File: src/rtl/lc3b_types.sv
// Shared LC-3b type definitions: word/line widths and the pmem arbiter state encoding.
package lc3b_types;

  typedef logic [15:0]  lc3b_word;
  typedef logic [127:0] lc3b_line;

  typedef enum logic [1:0] {
    s_idle   = 2'd0,
    s_icache = 2'd1,
    s_dcache = 2'd2
  } pmem_arb_state_t;

endpackage

File: src/rtl/pmem_arbiter.sv
// Shares the physical-memory port between I-cache and D-cache; one grant held until pmem_resp.
// Optional PMEM_ARB_ROUND_ROBIN_EN: alternate ties; default build gives ties to the D-cache.
module pmem_arbiter
  import lc3b_types::*;
(
  input  logic          clk,
  input  logic          reset_n,

  input  logic          icache_pmem_read,
  input  logic [15:0]   icache_pmem_address,
  output logic [127:0]  icache_pmem_rdata,
  output logic          icache_pmem_resp,

  input  logic          dcache_pmem_read,
  input  logic          dcache_pmem_write,
  input  logic [15:0]   dcache_pmem_address,
  input  logic [127:0]  dcache_pmem_wdata,
  output logic [127:0]  dcache_pmem_rdata,
  output logic          dcache_pmem_resp,

  output logic          pmem_read,
  output logic          pmem_write,
  output logic [15:0]   pmem_address,
  output logic [127:0]  pmem_wdata,
  input  logic [127:0]  pmem_rdata,
  input  logic          pmem_resp
);

  pmem_arb_state_t state_q, state_d;
  logic            ic_req, dc_req, dc_wins_tie;

  assign ic_req = icache_pmem_read;
  assign dc_req = dcache_pmem_read | dcache_pmem_write;

`ifdef PMEM_ARB_ROUND_ROBIN_EN
  // 1 = D-cache was granted last; reset to "icache" so the first tie goes to the D-cache.
  logic last_dc_q, last_dc_d;

  always_comb begin
    last_dc_d = last_dc_q;
    if (state_q == s_idle && state_d == s_dcache) last_dc_d = 1'b1;
    if (state_q == s_idle && state_d == s_icache) last_dc_d = 1'b0;
  end

  always_ff @(posedge clk or negedge reset_n) begin
    if (!reset_n) last_dc_q <= 1'b0;
    else          last_dc_q <= last_dc_d;
  end

  assign dc_wins_tie = ~last_dc_q;
`else
  assign dc_wins_tie = 1'b1;
`endif

  always_ff @(posedge clk or negedge reset_n) begin
    if (!reset_n) state_q <= s_idle;
    else          state_q <= state_d;
  end

  always_comb begin
    state_d = state_q;
    unique case (state_q)
      s_idle: begin
        if (ic_req && dc_req) state_d = dc_wins_tie ? s_dcache : s_icache;
        else if (dc_req)      state_d = s_dcache;
        else if (ic_req)      state_d = s_icache;
      end
      s_icache: if (pmem_resp) state_d = s_idle;
      s_dcache: if (pmem_resp) state_d = s_idle;
      default:  state_d = s_idle;
    endcase
  end

  // Command mux follows the owner; responses only reach the granted cache.
  always_comb begin
    pmem_read        = 1'b0;
    pmem_write       = 1'b0;
    pmem_address     = '0;
    pmem_wdata       = '0;
    icache_pmem_resp = 1'b0;
    dcache_pmem_resp = 1'b0;
    unique case (state_q)
      s_icache: begin
        pmem_read        = icache_pmem_read;
        pmem_address     = icache_pmem_address;
        icache_pmem_resp = pmem_resp;
      end
      s_dcache: begin
        pmem_read        = dcache_pmem_read;
        pmem_write       = dcache_pmem_write;
        pmem_address     = dcache_pmem_address;
        pmem_wdata       = dcache_pmem_wdata;
        dcache_pmem_resp = pmem_resp;
      end
      default: ;
    endcase
  end

  assign icache_pmem_rdata = pmem_rdata;
  assign dcache_pmem_rdata = pmem_rdata;

endmodule

File: config.mk
export PLATFORM = sky130hd
export DESIGN_NAME = pmem_arbiter
export DESIGN_NICKNAME = d
export VERILOG_FILES = /design/src/rtl/lc3b_types.sv /design/src/rtl/pmem_arbiter.sv
export SDC_FILE = /design/constraint.sdc
export NUM_CORES = 1
export LEC_CHECK = 0
export CAP_MARGIN = 25
export CORE_AREA = 5 5 265 267
export DETAILED_ROUTE_END_ITERATION = 10
export DIE_AREA = 0 0 270 272
export PLACE_DENSITY = 0.3
export SLEW_MARGIN = 30
export SYNTH_ARGS = -nofsm -noshare
export SYNTH_HDL_FRONTEND = slang
export SYNTH_SLANG_ARGS = --single-unit
File: constraint.sdc
create_clock -name clk -period 2.5 [get_ports clk]
set_input_delay 0.375 -clock clk [delete_from_list [all_inputs] [get_ports clk]]
set_output_delay 0.375 -clock clk [all_outputs]
set_load 0.01 [all_outputs]
Word-level counts from Yosys, hierarchy flattened. Index checks and enable logic that the tools add are counted. Widths: inputs -> output; s select.

Bits in registers: 2. Input bits: 294. Output and inout bits: 404. Word-level logic and storage cells: 21.

Equal/unequal tests: 4. Mux-type cells: 11. Bitwise gates (word level): 1. Reduce and logical (&&, ||, !) cells: 4.

Operator list (count): $mux 128 (1); $pmux 16 s2 (1); $mux 2 (4); $ne 4x4->1 const B (1); $pmux 2 s2 (1); $mux 1 (3); $eq 2x1->1 const B (1); $eq 2x2->1 const B (1); $logic_not 2->1 (1); $ne 2x1->1 const B (1); $pmux 1 s2 (1); $reduce_and 2->1 (1); $reduce_or 2->1 (1); $logic_and 1x1->1 (1); $or 1x1->1 (1).

Logic depth before layout (Yosys ltp).
Depth in word-level cells: 4. Depth in mapped cells: 6. Depth with buffers taken out: 5.

Worst setup path after synthesis. OpenSTA, ideal clock, no wires.

Kind: register -> output. Start point: register state_q[0]. End point: output port pmem_address[0]. Arrival time: 1.183 ns. Setup slack: 0.942 ns. Stages on the path, launching flop included: 5. Path through: dfrtp_1 -> inv_1 -> ha_1 -> clkbuf_1 -> nor2b_1.

Cells in the longest elaborated chain, start to end: 2.

RTL lines: from (decl) (RTL line pmem_arbiter.sv:29) `pmem_arb_state_t state_q, state_d;`; from (signal assigned) (RTL line pmem_arbiter.sv:56) `if (!reset_n) state_q <= s_idle;`; from (signal assigned) (RTL line pmem_arbiter.sv:57) `else state_q <= state_d;`; $eq 2x2->1 / $eq 2x1->1 (equally long branches) (RTL line pmem_arbiter.sv:82) `unique case (state_q)`; $pmux 16 s2 * (RTL line pmem_arbiter.sv:82); to (decl) (RTL line pmem_arbiter.sv:23) `output logic [15:0] pmem_address,`.

Every way passes the cells marked *; elsewhere a longest branch is shown, timed or not.

Final worst setup path.
Start point: register state_q[0]. End point: output port pmem_wdata[54].

Cells in the longest elaborated chain, start to end: 2.

RTL lines: $eq 2x2->1 (RTL line pmem_arbiter.sv:82); $mux 128 (RTL line pmem_arbiter.sv:82); to (decl) (RTL line pmem_arbiter.sv:24) `output logic [127:0] pmem_wdata,`.

Every way passes these cells.

==> out/summary.txt <==
status - completed
Int Pwr - 0.002603 W
Post-synth top cells - 260 x buf_4, 131 x and2_1, 17 x a22oi_1, 17 x nor2b_1, 13 x clkbuf_2
Final Max Slew Viols - 0
EDFF count, synth - 0
crit-path cells - inv_2 -> ha_4 -> buf_12 -> buf_4 -> and2_1 -> clkdlybuf4s50_1
CP max FO - 21
row count - 96
Layout area overhead - 76.82%
Residual DRC - 0
max cap viols - 0
Reg power frac - 1.4%
Main synth FF type - dfrtp_1
max reg flops - 2
startpoint types - flop
Tot Pwr - 0.004322 W
Least-Margin Pin Slew - 0.2222 ns
via count - 2944
flop-to-flop setup slack - 1.04 ns
via/cell ratio - 2.115
CP max stage delay - 0.57 ns
biggest regs - state_q (2)
Worst R2R Start - state_q[1]
met2 WL - 7270 µm
Synth async-reset ratio - 100.0%
layout cells sized above 1 - 3.725%
Core ar. - 0.06787 mm²
Max Root-Sink Buffers - 2
GRT Resource Usage Total - 3.714%
Min-Delay Path Class - in2async
clock transition at the registers of the reported paths - 0.03 ns
Gate power share - 93.1%
vias in the first global route - 3203
Metal-1 WL - 4561 µm
syn_nets - 753
PortBufs - 313
largest area contributor in the netlist - buf_4
die area - 0.07344 mm²
yosys warns - 0
minimum clock period - 2.356 ns
Fillers - 7928
Worst-Skew Late Latency - 0.22 ns
leak pwr - 1.801 nW
power per cell area - 757.3 mW/mm²
Iter 0 DRT Violations - 32
Met3 Wirelength - 3346 µm
final setup violation count - 0
Finished Layout Cells - 1392
DIE WIDTH - 270 µm
GPL Wtd Cong - 0.7499
worst vdd ir - 320.3 µV
pin count of the biggest net entering global routing - 50
Antenna Diode Count - 0
period utilization - 94.22%
Die Y - 272 µm
Synth area leaders - buf_4 60%, and2_1 25%, a22oi_1 4.0%
Clock power frac - 5.5%
Starting Density - 4.757%
dpl cells - 1386
Worst Skew - 0.0003284 ns
unrepaired setup endpoints after global routing - false
Critical R2R Capture - state_q[0]
routed wire length per instance - 11.23 µm
Rel. slew slack - 85.19%
most common cell in the netlist - buf_4
number of buffers created by CTS - 3
final WL - 15640 µm
antenna violations before repair - 1
Setup crit end kind - output pin
switching portion of total power - 39.77%
Fin Hold WS - 0.3378 ns
Distinct cells, synth - 16
highest-delay cell along the critical path - clkdlybuf4s50_1
P_sw - 0.001719 W
Synth top area share - 60.47%
highest routed layer - met4
kind of critical path - reg2out
Post-DRT Antenna Nets - 0
Sink Count - 2
number of H-tree levels - 1
Final Hold Viols - 0
register area share after synthesis - 1.550%
# hold bufs at CTS - 0
Largest Register - state_q
synthesized area - 0.003228 mm²
root buffer cell - clkbuf_16
Worst EP required - 2.12 ns
R2R depth - 6
post-route setup TNS - 0 ns
first-pass GRT wire length - 21140 µm
CTS tree - built
Total Nets Final - 809
Ports - 698
Mapped Cells - 456
post-DP HPWL - 13490 µm
Avg Cell Area, Syn - 7.079 µm²
FF+latch count, synth - 2
crit path DAT - 1.98 ns
achievable clock frequency - 424.5 MHz
GR Overflow Total - 0
DRT Pass-1 Iters - 4
[kinds of logic (layout without fill, tap and decap cells)]
group,count (synthesis),count (layout),synth area share [%]
buf+inv,278,332,63.10
simple gates,151,151,29.42
compound gates,22,22,4.767
fa+ha+maj,3,3,1.163
flops,2,2,1.550
[power by group through the flow]
stage          logic (W)  registers, W  clock network, W
3_5_place_dp     0.00392     0.0000603                 0
2_1_floorplan    0.00202     0.0000550                 0
5_1_grt          0.00437     0.0000628          0.000247
4_1_cts          0.00394     0.0000604          0.000242
6_report         0.00402     0.0000618          0.000237
3_3_place_gp     0.00399     0.0000602                 0
[cell usage in the layout, fill, tap and decap left out, drive strengths merged]
cell / count
a21oi: 3
a22oi: 17
and2: 131
buf: 11
clkbuf: 5
clkdlybuf4s50: 313
dfrtp: 2
ha: 3
inv: 3
nand2b: 1
nor2: 1
nor2b: 18
o21ai: 1
o22ai: 1
[area by class of cell]
| class | count | area [µm²] | share of cell area [%] |
|---|---|---|---|
| Clock buffer | 3 | 75.07 | 1.315 |
| Inverter | 3 | 11.26 | 0.1973 |
| Multi-Input combinational cell | 176 | 1154 | 20.21 |
| Sequential cell | 2 | 50.05 | 0.8768 |
| Tap cell | 882 | 1104 | 19.33 |
| Timing Repair Buffer | 326 | 3314 | 58.07 |
[metal layers]
metal	vias to the layer above	global-route usage [%]
met1	1182	2.935
li1	1242	-
met2	490	6.433
met3	30	3.559
met4	0	1.192
met5	-	0
[timing repair]
action,CTS,global route
setup endpoints to repair,0,56
resized for setup,0,3
setup buffers,0,1
[worst max-delay path, delay by kind of cell (launching register included)]
| kind | cells | cell delay (ns) |
|---|---|---|
| flops | 1 | 0.38 |
| fa+ha+maj | 1 | 0.18 |
| buf+inv | 4 | 0.99 |
| simple gates | 1 | 0.19 |
[how the worst max path moves through the flow]
stage / startpoint / endpoint / slack [ns]
4_1_cts: state_q[0] / pmem_wdata[82] / 0.02
2_1_floorplan: state_q[0] / pmem_address[0] / 0.94
6_report: state_q[0] / pmem_wdata[54] / 0.14
3_3_place_gp: state_q[0] / pmem_wdata[82] / 0.25
3_5_place_dp: state_q[0] / pmem_wdata[82] / 0.26
5_1_grt: state_q[0] / pmem_address[0] / 0.03
[stage by stage]
stage | cell area (µm²) | setup slack (ns) | utilization, %
after detailed placement | 5564 | 0.2602 | 8.199
after global routing | 5708 | 0.03323 | 8.411
final | 5708 | 0.1444 | 8.411
after global placement | 5564 | 0.2494 | 8.199
after CTS | 5639 | 0.01854 | 8.309
after floorplan | 3228 | 0.9418 | -
No activity file was read; power rests on OpenSTA's default activity.
